## src/rtl/wb_core_arbiter.sv

```systemverilog
// Two-master to one-slave Wishbone arbiter: round-robin grant held for the whole bus cycle,
// plus a watchdog that terminates a hung strobe with an error.
module wb_core_arbiter #(
    parameter int unsigned TIMEOUT = 1024,
    parameter int unsigned TO_W    = 16
) (
    input  logic        clk,
    input  logic        rst_n,
    input  logic [1:0]  m_cyc_i,
    input  logic [1:0]  m_stb_i,
    input  logic [1:0]  m_we_i,
    input  logic [63:0] m_adr_i,
    input  logic [7:0]  m_sel_i,
    input  logic [63:0] m_dat_i,
    input  logic [5:0]  m_cti_i,
    input  logic [3:0]  m_bte_i,
    output logic [1:0]  m_ack_o,
    output logic [1:0]  m_err_o,
    output logic [1:0]  m_rty_o,
    output logic [63:0] m_dat_o,
    output logic        s_cyc_o,
    output logic        s_stb_o,
    output logic        s_we_o,
    output logic [31:0] s_adr_o,
    output logic [3:0]  s_sel_o,
    output logic [31:0] s_dat_o,
    output logic [2:0]  s_cti_o,
    output logic [1:0]  s_bte_o,
    input  logic        s_ack_i,
    input  logic        s_err_i,
    input  logic        s_rty_i,
    input  logic [31:0] s_dat_i,
    output logic [1:0]  grant_o,
    output logic        timeout_o
);

    // state | meaning
    // IDLE  | no master owns the slave port
    // GNT0  | dcache (lane 0) owns the slave port
    // GNT1  | icache (lane 1) owns the slave port
    typedef enum logic [1:0] {IDLE = 2'd0, GNT0 = 2'd1, GNT1 = 2'd2} state_t;

    localparam logic [TO_W-1:0] CNT_LAST = (TIMEOUT == 0) ? '0 : TO_W'(TIMEOUT - 1);

    state_t          state;
    logic            last;
    logic            abort;
    logic [TO_W-1:0] count;
    logic            to_pulse;
    logic            sel;
    logic            busy;
    logic            resp;

    assign sel  = (state == GNT1);
    assign busy = (state != IDLE);
    assign resp = s_ack_i | s_err_i | s_rty_i;

    always_comb begin
        s_cyc_o = 1'b0;
        s_stb_o = 1'b0;
        s_we_o  = 1'b0;
        s_adr_o = '0;
        s_sel_o = '0;
        s_dat_o = '0;
        s_cti_o = '0;
        s_bte_o = '0;
        if (busy) begin
            s_cyc_o = m_cyc_i[sel] & ~abort;
            s_stb_o = m_stb_i[sel] & ~abort;
            s_we_o  = m_we_i[sel];
            s_adr_o = sel ? m_adr_i[63:32] : m_adr_i[31:0];
            s_sel_o = sel ? m_sel_i[7:4]   : m_sel_i[3:0];
            s_dat_o = sel ? m_dat_i[63:32] : m_dat_i[31:0];
            s_cti_o = sel ? m_cti_i[5:3]   : m_cti_i[2:0];
            s_bte_o = sel ? m_bte_i[3:2]   : m_bte_i[1:0];
        end
    end

    assign grant_o   = {state == GNT1, state == GNT0};
    assign timeout_o = to_pulse;
    assign m_ack_o   = grant_o & {2{s_ack_i}};
    assign m_err_o   = grant_o & {2{s_err_i | to_pulse}};
    assign m_rty_o   = grant_o & {2{s_rty_i}};
    assign m_dat_o   = {2{s_dat_i}};

    always_ff @(posedge clk or negedge rst_n) begin
        if (!rst_n) begin
            state    <= IDLE;
            last     <= 1'b1;
            abort    <= 1'b0;
            count    <= '0;
            to_pulse <= 1'b0;
        end else begin
            to_pulse <= 1'b0;
            case (state)
                IDLE: begin
                    count <= '0;
                    abort <= 1'b0;
                    if (m_cyc_i == 2'b11)
                        state <= last ? GNT0 : GNT1;
                    else if (m_cyc_i[0])
                        state <= GNT0;
                    else if (m_cyc_i[1])
                        state <= GNT1;
                end
                GNT0, GNT1: begin
                    if (!m_cyc_i[sel]) begin
                        // handoff straight to a waiting master avoids an idle bubble
                        last  <= sel;
                        abort <= 1'b0;
                        count <= '0;
                        if (m_cyc_i[!sel])
                            state <= sel ? GNT0 : GNT1;
                        else
                            state <= IDLE;
                    end else if (TIMEOUT == 0 || !s_stb_o || resp) begin
                        count <= '0;
                    end else if (count == CNT_LAST) begin
                        to_pulse <= 1'b1;
                        abort    <= 1'b1;
                    end else begin
                        count <= count + TO_W'(1);
                    end
                end
                default: state <= IDLE;
            endcase
        end
    end

endmodule

```

## config.mk

```make
export PLATFORM = sky130hd
export DESIGN_NAME = wb_core_arbiter
export DESIGN_NICKNAME = d
export VERILOG_FILES = /design/src/rtl/wb_core_arbiter.sv
export SDC_FILE = /design/constraint.sdc
export NUM_CORES = 1
export LEC_CHECK = 0
export CAP_MARGIN = 15
export CORE_AREA = 8 8 124 126
export CTS_BUF_LIST = sky130_fd_sc_hd__clkbuf_8
export CTS_CLUSTER_DIAMETER = 50
export CTS_CLUSTER_SIZE = 28
export DETAILED_ROUTE_END_ITERATION = 16
export DIE_AREA = 0 0 132 134
export GPL_TIMING_DRIVEN = 0
export PLACE_DENSITY_LB_ADDON = 0.1
export SYNTH_ARGS = -nofsm -noshare
export SYNTH_HDL_FRONTEND = slang
export SYNTH_SLANG_ARGS = --single-unit
export TNS_END_PERCENT = 20
```

## constraint.sdc

```tcl
create_clock -name clk -period 6.2 [get_ports clk]
set_input_delay 0.93 -clock clk [delete_from_list [all_inputs] [get_ports clk]]
set_output_delay 0.93 -clock clk [all_outputs]
set_load 0.05 [all_outputs]
```

# Word level (Yosys, flattened, before mapping)
# Index checks and enable logic that the tools add are counted.
# totals
reg_bits	21
input_bits	189
output_inout_bits	149
elab_cells	79
# classes
add_sub_neg	1
order_cmp	2
n_eq_ne	9
muxes	41
n_bitwise	10
reduce_logical	11
# ops
cell	count
two-way mux 32 bit	4
two-way mux 16 bit	3
case mux 16 bit (2 select lines)	1
two-way mux 1 bit	18
two-way mux 2 bit	9
adder 16 x 1 -> 16 bit (second input constant)	1
equality test 16 x 10 -> 1 bit (second input constant)	1
two-way mux 4 bit	2
!= test 4 bit (second input constant)	2
bitwise AND 2 bit	3
two-way mux 3 bit	2
!= test 3 bit (second input constant)	2
AND reduction 2 bit	3
equality test 2 bit (second input constant)	2
less-than comparator 1 x 2 -> 1 bit (second input constant)	2
case mux 2 bit (2 select lines)	1
nonzero test 2 bit	2
OR 1 bit	3
AND reduction 3 bit	1
bitwise AND 1 bit	2
equality test 2 x 1 -> 1 bit (second input constant)	1
zero test 1 bit	2
zero test 2 bit	1
!= test 2 bit (second input constant)	1
4 further kinds	5

# Depth between registers and ports, before layout
# Gate-level depths: netlist of the first run.
# depth
word_depth	10
mapped_depth	9
ltp_nobuf	7

# Worst setup path before layout of the first run
# Ideal clock, no wire load.
# synth_timing
kind	input-to-output
startpoint	in m_cyc_i[1]
endpoint	out s_cyc_o
arrival_time_ns	2.233
required_ns	5.270
slack_ns	3.037
stages	2
n_path_buf	0
cell_sequence	mux2_2 > nor3b_1
# synth_via
elab_chain_len	4
# synth_lines
item	line_no	source
start: declaration	9	input logic [1:0] m_cyc_i,
two-way mux 1 bit (not written as such) (2 in a row)	68	s_cyc_o = m_cyc_i[sel] & ~abort;
bitwise AND 1 bit	68	
two-way mux 1 bit	67	if (busy) begin
end: declaration	21	output logic s_cyc_o,
# No other way between the ends. The select of a mux whose other input is x is not followed.

# Worst setup path after layout of the first run
# layout_timing
startpoint	reg state[0]
endpoint	out s_dat_o[19]
# layout_via
elab_chain_len	3
word_cells_on_any_way	4
cone_classes	1 x eq/ne; 2 x mux; 1 x reduce/logical
# layout_lines
item	line_no	source
start: declaration	45	state_t state;
start signal: assignment	100	state <= last ? GNT0 : GNT1;
start signal: assignment	113	state <= sel ? GNT0 : GNT1;
equality test 2 bit	54	assign sel = (state == GNT1);
two-way mux 32 bit	73	s_dat_o = sel ? m_dat_i[63:32] : m_dat_i[31:0];
two-way mux 32 bit (*)	67	
end: declaration	26	output logic [31:0] s_dat_o,
# Every way passes the cells marked *; elsewhere a longest branch is shown, timed or not.

==> summary.md, run 1 <==
| Metric | Value |
|---|---|
| FF+latch count, synth | 21 |
| Leakage | 0.00255 uW |
| Reg2Reg Launch Point | state[0]$_DFFE_PN0P_ |
| Layout Nets | 895 |
| Fillers | 1363 |
| Hold path cells | 2 |
| GP Congestion | 0.830 |
| PortBufs | 305 |
| Rel. slew slack | 0.360 |
| CP most frequent cell | clkbuf_1 |
| Setup Crit Path Kind | flip-flop to primary output |
| Crit path largest cell delay | 0.78 ns |
| Initial antenna violation count | 6 |
| Io pins | 338 |
| Worst slew pin tran | 0.956 ns |
| Reg2reg end | count[5]$_DFFE_PN0P_ |
| Period utilisation layout | 0.654 |
| CTS H-Tree Depth | 1 |
| Clk root buf | clkbuf_8 |
| Postcts setup bufs | 0 |
| Clock Skew | 0.00522 ns |
| Worst skew pair latency | 0.27 ns |
| Largest net degree at the start of global routing | 22 |
| Post-CTS sizing | 0 |
| Yosys cell types | 40 |
| Share of layout cells above drive strength 1 | 0.109 |
| Max-cap violations | 0 |
| DRT Pass-1 Iters | 4 |
| Worst-case clock buffer depth | 2 |
| Unrepaired setup endpoints after global routing | false |
| Total Neg Setup Slack | 0 ns |
| CP max FO | 10 |
| Detail Route Antenna Nets | 0 |
| Row count | 43 |
| Worst Setup End Kind | primary output |
| Die Height | 134 um |
| Core area | 13500 um^2 |
| Grt total ovfl | 0 |
| Tmin final | 4.06 ns |
| Startpoint Class | flip-flop |
| Post-DP Area | 6190 um^2 |
| R2R depth | 9 |
| Min-delay src | last$_DFFE_PN1P_ |
| Slowest stage cell, crit path | clkdlybuf4s50_1 |
| Via Count | 3835 |
| Gr usage total | 0.190 |
| Seq/Total Area, Yosys | 0.181 |
| Final setup viols | 0 |
| Final Power | 2580 uW |
| CTS Hold Bufs | 0 |
| Post-Route WL | 18.0 mm |
| Worst path arrival time | 3.13 ns |
| Hold WC Path Type | flip-flop to flip-flop |
| Global-route wire length before repair | 25.7 mm |
| Number of synthesized flops with an enable pin | 0 |
| Iter 0 DRT Violations | 134 |
| Vias/cell | 4.36 |
| Post-route DRC | 0 |
| Area Growth Syn to Fin | 114% |
| Mapped cell area | 2910 um^2 |
| Outcome | complete, no violations |
| R2R setup slack | 3.65 ns |
| Post-synthesis async set-or-reset flop share | 1.00 |
| Mapped Nets | 585 |
| WHS Endpoint | last$_DFFE_PN1P_ |
| Hold Fails Final Rpt | 0 |
| Ant. Diodes | 0 |
| Die width | 132 um |
| CTS tree | built |
| Slew Viols, Final | 0 |
| Register Area | 527 um^2 |
| Peak VDD IR | 0.292 mV |
| Ys flop type | dfrtp_1 |
| Fin area | 6240 um^2 |
| Initial Util | 0.216 |
| DIE AREA | 17700 um^2 |
| Post-Syn Instances | 391 |
| Multi-input logic area | 1760 um^2 |
| Cell Pwr Density | 414 nW/um^2 |
| Hold WS | 0.494 ns |
| Crit-path cells | inv_1 -> ha_1 -> clkbuf_1 -> clkbuf_1 -> clkbuf_1 -> nor2_1 -> clkdlybuf4s50_1 |
| Sink Count | 21 |
| Num CTS Buffers | 3 |
| YS warnings | 0 |
| Post-DP HPWL | 16.3 mm |
| CTS clock-pin slew for the worst setup and hold paths | 0.08 ns |
| Routed len/inst | 20.5 um |
| Syn avg cell area | 7.45 um^2 |
| Vias in the first global route | 3892 |
| Max Fclk | 247 MHz |
| Worst EP required | 5.27 ns |
==> layout by cell type, fill, tap and decap left out, types with 4 or more instances in the layout <==
cell             count
nand2_1             14
nand4_1              5
o31ai_1              4
ha_1                 5
clkdlybuf4s50_1    305
mux2i_1             76
dfrtp_1             20
inv_1                9
nor3_1               8
and2_1               4
a211oi_1             4
nand3_1             10
nor2_1              86
o21ai_0              5
clkbuf_1            13
o21ai_1             16
buf_1                7
buf_4               66
==> stage by stage <==
stage,utilization,setup WS [ns],cells
floorplan,-,3.04,391
global placement,0.459,2.28,876
detailed placement,0.459,2.27,876
CTS,0.462,2.07,880
global route,0.462,1.90,880
finish,0.462,2.14,880
==> cell type report <==
cell class,instances,share of cell area
multi-input combinational,271,0.283
timing repair buffer,305,0.489
inverter,10,0.00602
clock buffer,3,0.00662
tap,180,0.0361
clock inverter,1,0.000802
buffer,89,0.0939
sequential,21,0.0844
==> cells by family after synthesis <==
logic type               synth area share
adder cells (fa/ha/maj)            0.0215
multiplexers                        0.265
XOR/XNOR                          0.00601
flip-flops                          0.181
AND/OR/NAND/NOR                     0.215
AO/OA/AOI/OAI                      0.0983
buffers and inverters               0.214
==> flip-flops by register name, summed over array words and instances (netlist names) <==
register   flops
abort          1
timeout_o      1
last           1
state          2
count         16
==> report_power, final <==
part	switching (uW)	internal [uW]
registers	8.22	149
clock network	48.6	44.9
logic	1550	784
total	1610	978
==> synthesized netlist by cell type (3+ instances only) <==
cell type	count	area (um^2)
a211oi_1	4	30.0
a21oi_1	3	15.0
and2_1	4	25.0
and3_1	3	18.8
buf_1	7	26.3
buf_2	3	15.0
buf_4	66	495
clkbuf_1	13	48.8
dfrtp_1	20	500
ha_1	5	62.6
inv_1	9	33.8
mux2i_1	76	761
nand2_1	14	52.6
nand3_1	10	50.1
nand4_1	5	31.3
nor2_1	86	323
nor3_1	8	40.0
o21a_1	3	22.5
o21ai_0	5	25.0
o21ai_1	16	80.1
o31ai_1	4	30.0
or3_1	3	18.8
==> worst max path at each step <==
stage	end	depth (start not counted)	from
6_report	s_dat_o[19]	7	state[0]$_DFFE_PN0P_
3_5_place_dp	s_stb_o	6	m_stb_i[0]
5_1_grt	s_dat_o[19]	7	state[1]$_DFFE_PN0P_
3_3_place_gp	s_stb_o	6	m_stb_i[0]
2_1_floorplan	s_cyc_o	2	m_cyc_i[1]
4_1_cts	s_adr_o[30]	7	state[0]$_DFFE_PN0P_
==> worst max-delay path: cells and delay by family, from the launching register on <==
kind	cells	cell delay, ns
AND/OR/NAND/NOR	1	0.13
adder cells (fa/ha/maj)	1	0.15
buffers and inverters	5	2.15
flip-flops	1	0.42
==> routing by layer <==
layer	vias to the layer above	track usage	wire length [um]
met3	20	0.0920	1960
li1	1886	-	-
met1	1763	0.210	6770
met2	154	0.335	9120
met5	-	0	66
met4	12	0.0166	123
Note: power is estimated with default switching activity, not from simulation.
==> run 2, diff against run 1 <==
==> constraint.sdc (replaced) <==
create_clock -name clk -period 3.65 [get_ports clk]
set_input_delay 0.5475 -clock clk [delete_from_list [all_inputs] [get_ports clk]]
set_output_delay 0.5475 -clock clk [all_outputs]
set_load 0.05 [all_outputs]
==> run 2 against run 1 <==
Effect of this change:
- clock power is 67% higher
- routed wire length decreased by 0.19%
- total power grew 70%
- die area unchanged
- final area increased by 0.24%
- setup slack got worse by 1.9 ns
- flip-flop and latch count is the same
- via count decreased by 0.50%
- combinational power grew 70%
- sequential power grew 70%
- clock-buffer cell count did not move
- critical path depth is the same
- largest cell class unchanged
==> summary.md, run 2 (same netlist as run 1, synthesis figures left out) <==
| Metric | Value |
|---|---|
| Outcome | complete, no violations |
| Gr usage total | 0.190 (unchanged) |
| Die width | 132 um (unchanged) |
| Largest register by flop count | count |
| Startpoint Class | flip-flop |
| Worst-case clock buffer depth | 2 (unchanged) |
| Clock Skew | 0.00559 ns (+0.000370 ns) |
| Worst EP required | 3.10 ns (-2.17 ns) |
| Detail Route Antenna Nets | 0 (unchanged) |
| Worst slew pin tran | 0.946 ns (-0.0104 ns) |
| Post-route DRC | 0 (unchanged) |
| Hold WS | 0.494 ns (+0.000149 ns) |
| DRT Pass-1 Iters | 4 (unchanged) |
| Sink Count | 21 (unchanged) |
| CP max FO | 10 (unchanged) |
| Vias/cell | 4.34 (-0.50%) |
| Ant. Diodes | 0 (unchanged) |
| Reg power frac | 0.061 (about the same) |
| DP Worst Slack | 0.223 ns (-2.05 ns) |
| DIE AREA | 17700 um^2 (unchanged) |
| Post-Route WL | 18.0 mm (-0.19%) |
| CTS tree | built |
| Via Count | 3816 (-0.50%) |
| Num CTS Buffers | 3 (unchanged) |
| Setup Crit Path Kind | flip-flop to primary output |
| Worst path arrival time | 2.88 ns (-0.25 ns) |
| Rel. slew slack | 0.367 (+0.00693) |
| Tmin final | 3.43 ns |
| Peak VDD IR | 0.496 mV (+70%) |
| Io pins | 338 (unchanged) |
| Period utilisation layout | 0.939 |
| Core area | 13500 um^2 (unchanged) |
| Unrepaired setup endpoints after global routing | false |
| CTS clock-pin slew for the worst setup and hold paths | 0.08 ns (about the same) |
| Row count | 43 (unchanged) |
| Commonest non-fill, non-tap cell in the layout | clkdlybuf4s50_1 |
| P_sw | 2720 uW (+70%) |
| Net Sw Frac | 0.621 (-0.000927) |
| Worst Setup End Kind | primary output |
| Final setup viols | 0 (unchanged) |
| Setup slack after layout | 0.224 ns (-1.92 ns) |
| Worst skew pair latency | 0.26 ns (about the same) |
| Layout Utilization | 0.463 (+0.00111) |
| Post-DP HPWL | 16.3 mm (unchanged) |
| Inst Count DP | 876 (unchanged) |
| Global-route wire length before repair | 25.7 mm (unchanged) |
| Initial Util | 0.216 (unchanged) |
| Die Height | 134 um (unchanged) |
| Hold WC Path Type | flip-flop to flip-flop |
| Area Growth Syn to Fin | 115% |
| PortBufs | 305 (unchanged) |
| Largest net degree at the start of global routing | 22 (unchanged) |
| Most frequent cells in the layout | 302 x clkdlybuf4s50_1, 86 x nor2_1, 76 x mux2i_1, 66 x buf_4, 20 x dfrtp_1 |
| Max reg flops | 16 (unchanged) |
| Int Pwr | 1660 uW (+70%) |
| Cell Pwr Density | 702 nW/um^2 (+69%) |
| Vias in the first global route | 3892 (unchanged) |
| Routed len/inst | 20.5 um (-0.19%) |
| GP Congestion | 0.830 (unchanged) |
| Max Fclk | 292 MHz |
| Iter 0 DRT Violations | 138 (+3.0%) |
| Share of layout cells above drive strength 1 | 0.117 (+0.00857) |
| Hold Fails Final Rpt | 0 (unchanged) |
| Clk pwr share | 0.036 (about the same) |
| Grt total ovfl | 0 (unchanged) |
| Clk root buf | clkbuf_8 |
| Total Neg Setup Slack | 0 ns (unchanged) |
| CTS H-Tree Depth | 1 (unchanged) |
| Finished Layout Cells | 880 (unchanged) |
| Initial antenna violation count | 6 (unchanged) |
| Leakage | 0.00261 uW (+2.4%) |
| Top flop regs | count (16), state (2) |
| Layout Nets | 895 (unchanged) |
| Combinational group share of total power | 0.904 (about the same) |
| Slew Viols, Final | 0 (unchanged) |
| Max-cap violations | 0 (unchanged) |
[run 2: changes by cell type in the layout (fill, tap and decap cells not counted)]
cell	previous run	this run
buf_1	7	3
buf_2	3	4
clkbuf_1	13	11
clkbuf_2	0	5
clkdlybuf4s50_1	305	302
dlymetal6s2s_1	0	3
[run 2: critical path, cell delays in order (launching register included)]
cell	delay, ns
dfrtp_1	0.42
inv_1	0.10
ha_1	0.17
buf_4	0.20
buf_1	0.56
mux2i_1	0.17
nor2_1	0.15
clkdlybuf4s50_1	0.84
[run 2: repair_timing]
item,4_1_cts,5_1_grt
resized for setup,2,9
setup endpoints to repair,22,16
buffers inserted,0,0
hold buffers,0,0
[run 2: routing by layer]
| metal | wire [um] | vias up | GRT usage |
|---|---|---|---|
| li1 | - | 1886 | - |
| met1 | 6740 | 1751 | 0.210 |
| met2 | 9140 | 149 | 0.335 |
| met3 | 1950 | 18 | 0.0920 |
| met4 | 108 | 12 | 0.0166 |
| met5 | 66 | - | 0 |
[run 2: layout make-up]
cell class,count,area (um^2)
fill,1366,7250
buffer,89,593
clock inverter,1,5.00
timing repair buffer,305,3060
clock buffer,3,41.3
tap,180,225
inverter,10,37.5
multi-input combinational,271,1760
sequential,21,527
[run 2: path summary, 6_finish.rpt]
check                                            end  cells past startpoint  slack, ns            startpoint
worst max-delay path                     s_adr_o[18]                      7       0.22  state[0]$_DFFE_PN0P_
worst min-delay path                last$_DFFE_PN1P_                      2       0.49      last$_DFFE_PN1P_
worst max register to register  count[5]$_DFFE_PN0P_                      9       1.14  state[0]$_DFFE_PN0P_
worst min register to register      last$_DFFE_PN1P_                      2       0.49      last$_DFFE_PN1P_
max in group asynchronous       count[7]$_DFFE_PN0P_                      1       2.26                 rst_n
min in group asynchronous       count[3]$_DFFE_PN0P_                      1       0.81                 rst_n
[run 2: per-stage QoR]
step / instance area, um^2 / power (uW)
2_1_floorplan: 2910 / 2840
3_3_place_gp: 6190 / 4260
3_5_place_dp: 6190 / 4270
4_1_cts: 6240 / 4450
5_1_grt: 6250 / 4590
6_report: 6250 / 4390
[run 2: power groups by stage]
stage,clock (uW),sequential (uW),combinational (uW)
after detailed placement,0,271,4000
after CTS,164,266,4020
final,156,267,3960
after floorplan,0,267,2570
after global routing,173,270,4150
after global placement,0,270,3990
==> run 3, diff against run 2 <==
--- a/config.mk
+++ b/config.mk
@@ -14,6 +14,7 @@
 export DIE_AREA = 0 0 132 134
 export GPL_TIMING_DRIVEN = 0
 export PLACE_DENSITY_LB_ADDON = 0.1
+export SKIP_LAST_GASP = 1
 export SYNTH_ARGS = -nofsm -noshare
 export SYNTH_HDL_FRONTEND = slang
 export SYNTH_SLANG_ARGS = --single-unit
==> run 3 against run 2 <==
Effect of this change:
- setup slack got worse by 0.13 ns
- clock skew about the same
- cell count unchanged
- combinational power about the same
- maximum frequency decreased by 3.7%
- largest power group unchanged
- global-route usage unchanged
- final area decreased by 0.16%
- first-iteration DRC count decreased by 2.2%
- non-clock buffer count unchanged
- flip-flop and latch count unchanged
- core utilization decreased by 0.074 points
- die area unchanged
==> summary.md, run 3 (same netlist as run 1, synthesis figures left out) <==
| Metric | Value |
|---|---|
| Outcome | complete, no violations |
| Post-Route WL | 18.0 mm (+0.17%) |
| Post-CTS sizing | 2 (unchanged) |
| Hold Fails Final Rpt | 0 (unchanged) |
| Critical path's top delay family | buffers and inverters |
| Die Height | 134 um (unchanged) |
| Top flop regs | count (16), state (2) |
| Vias in the first global route | 3892 (unchanged) |
| Die width | 132 um (unchanged) |
| Largest register by flop count | count |
| Tmin final | 3.56 ns (+0.133 ns) |
| Worst skew pair latency | 0.27 ns (about the same) |
| DRT Pass-1 Iters | 4 (unchanged) |
| Worst Setup End Kind | primary output |
| Layout Nets | 895 (unchanged) |
| Rel. slew slack | 0.360 (-0.00693) |
| DIE AREA | 17700 um^2 (unchanged) |
| Initial Util | 0.216 (unchanged) |
| Postcts setup bufs | 0 (unchanged) |
| Total Neg Setup Slack | 0 ns (unchanged) |
| Ant. Diodes | 0 (unchanged) |
| Initial antenna violation count | 6 (unchanged) |
| Num CTS Buffers | 3 (unchanged) |
| Setup Crit Path Kind | flip-flop to primary output |
| Post-DP HPWL | 16.3 mm (unchanged) |
| Detail Route Antenna Nets | 0 (unchanged) |
| Layout Utilization | 0.462 (-0.000741) |
| Routed len/inst | 20.5 um (+0.17%) |
| Worst-case clock buffer depth | 2 (unchanged) |
| Row count | 43 (unchanged) |
| Peak VDD IR | 0.496 mV (about the same) |
| GP Congestion | 0.830 (unchanged) |
| Iter 0 DRT Violations | 135 (-2.2%) |
| Crit path largest cell delay | 0.87 ns (+0.03 ns) |
| Global-route wire length before repair | 25.7 mm (unchanged) |
| Leakage | 0.00256 uW (-1.9%) |
| Vias/cell | 4.36 (+0.50%) |
| Post-DP Area | 6190 um^2 (unchanged) |
| Worst slew pin tran | 0.956 ns (+0.0104 ns) |
| Core area | 13500 um^2 (unchanged) |
| Slew Viols, Final | 0 (unchanged) |
| Via Count | 3835 (+0.50%) |
| Worst path arrival time | 3.01 ns (+0.13 ns) |
| Startpoint Class | flip-flop |
| CTS Hold Bufs | 0 (unchanged) |
| PortBufs | 305 (unchanged) |
| Gr usage total | 0.190 (unchanged) |
| Cell Pwr Density | 703 nW/um^2 (+0.22%) |
| Crit-path cells | inv_1 -> ha_1 -> buf_4 -> buf_1 -> mux2i_1 -> nor2_1 -> clkdlybuf4s50_1 |
| Grt total ovfl | 0 (unchanged) |
| Largest net degree at the start of global routing | 22 (unchanged) |
| Most frequent cells in the layout | 305 x clkdlybuf4s50_1, 86 x nor2_1, 76 x mux2i_1, 66 x buf_4, 20 x dfrtp_1 |
| Max reg flops | 16 (unchanged) |
| Buffers & Inverters on Critical Path | 4 (unchanged) |
| Worst EP required | 3.10 ns (about the same) |
| Setup slack after layout | 0.0909 ns (-0.133 ns) |
| Post-route DRC | 0 (unchanged) |
| Share of layout cells above drive strength 1 | 0.114 (-0.00286) |
| Period utilisation layout | 0.975 (+0.0363) |
| CP max FO | 10 (unchanged) |
| Fillers | 1365 (-0.073%) |
| Max Fclk | 281 MHz (-3.7%) |
| Final setup viols | 0 (unchanged) |
| Hold WC Path Type | flip-flop to flip-flop |
| Fin area | 6240 um^2 (-0.16%) |
| Area Growth Syn to Fin | 114% |
| Clock Skew | 0.00522 ns (-0.000370 ns) |
| Max-cap violations | 0 (unchanged) |
| Slowest stage cell, crit path | clkdlybuf4s50_1 |
| CTS H-Tree Depth | 1 (unchanged) |
| CTS clock-pin slew for the worst setup and hold paths | 0.08 ns (about the same) |
| Io pins | 338 (unchanged) |
| Sink Count | 21 (unchanged) |
| Clk root buf | clkbuf_8 |
| DP Worst Slack | 0.223 ns (unchanged) |
| CTS tree | built |
| Unrepaired setup endpoints after global routing | true |
| Commonest non-fill, non-tap cell in the layout | clkdlybuf4s50_1 |
| Hold WS | 0.494 ns (-0.000149 ns) |
==> run 3: cell types whose count changed in the layout (fill, tap and decap cells not counted) <==
cell | previous run | this run
buf_1 | 3 | 4
clkbuf_2 | 5 | 3
clkdlybuf4s50_1 | 302 | 305
clkbuf_1 | 11 | 12
dlymetal6s2s_1 | 3 | 0
==> run 3: layout make-up <==
class                   instances  area (um^2)  area share
clock inverters                 1         5.00    0.000802
clock buffers                   3         41.3     0.00661
repair buffers                305         3050       0.489
plain buffers                  89          591      0.0946
well taps                     180          225      0.0361
multi-input cells             271         1760       0.283
flip-flops and latches         21          527      0.0844
inverters                      10         37.5     0.00601
==> run 3: power breakdown <==
| part | switching [uW] | total [uW] | internal [uW] | leakage, uW |
|---|---|---|---|---|
| combinational | 2630 | 3960 | 1330 | 0.00225 |
| clock | 82.6 | 159 | 76.3 | 0.0000255 |
| sequential | 14.0 | 267 | 253 | 0.000288 |
==> run 3: worst register-to-register path, cell delays in order, from the launching register on <==
cell and delay [ns]:
dfrtp_1 0.40, inv_1 0.09, ha_1 0.21, buf_4 0.19
mux2_2 0.27, nand3_1 0.11, clkbuf_1 0.27, nor3_1 0.64
nand3_1 0.17, o21ai_1 0.16
==> run 3: final timing paths <==
check / end / cells past startpoint / slack [ns] / start
max reg2reg: count[5]$_DFFE_PN0P_ / 9 / 1.10 / state[0]$_DFFE_PN0P_
min in group asynchronous: count[3]$_DFFE_PN0P_ / 1 / 0.81 / rst_n
max: s_dat_o[4] / 7 / 0.09 / state[0]$_DFFE_PN0P_
max in group asynchronous: count[7]$_DFFE_PN0P_ / 1 / 2.26 / rst_n
min: last$_DFFE_PN1P_ / 2 / 0.49 / last$_DFFE_PN1P_
min reg2reg: last$_DFFE_PN1P_ / 2 / 0.49 / last$_DFFE_PN1P_
==> run 3: through the flow <==
step                cells  power [uW]
global route          880        4590
finish                880        4390
detailed placement    876        4270
global placement      876        4260
CTS                   880        4450
floorplan             391        2840
==> run 3: per-layer routing <==
layer | part of all wire | global-route usage
met1 | 0.38 | 0.210
met2 | 0.51 | 0.335
met3 | 0.11 | 0.0920
met4 | 0.0068 | 0.0166
met5 | 0.0037 | 0
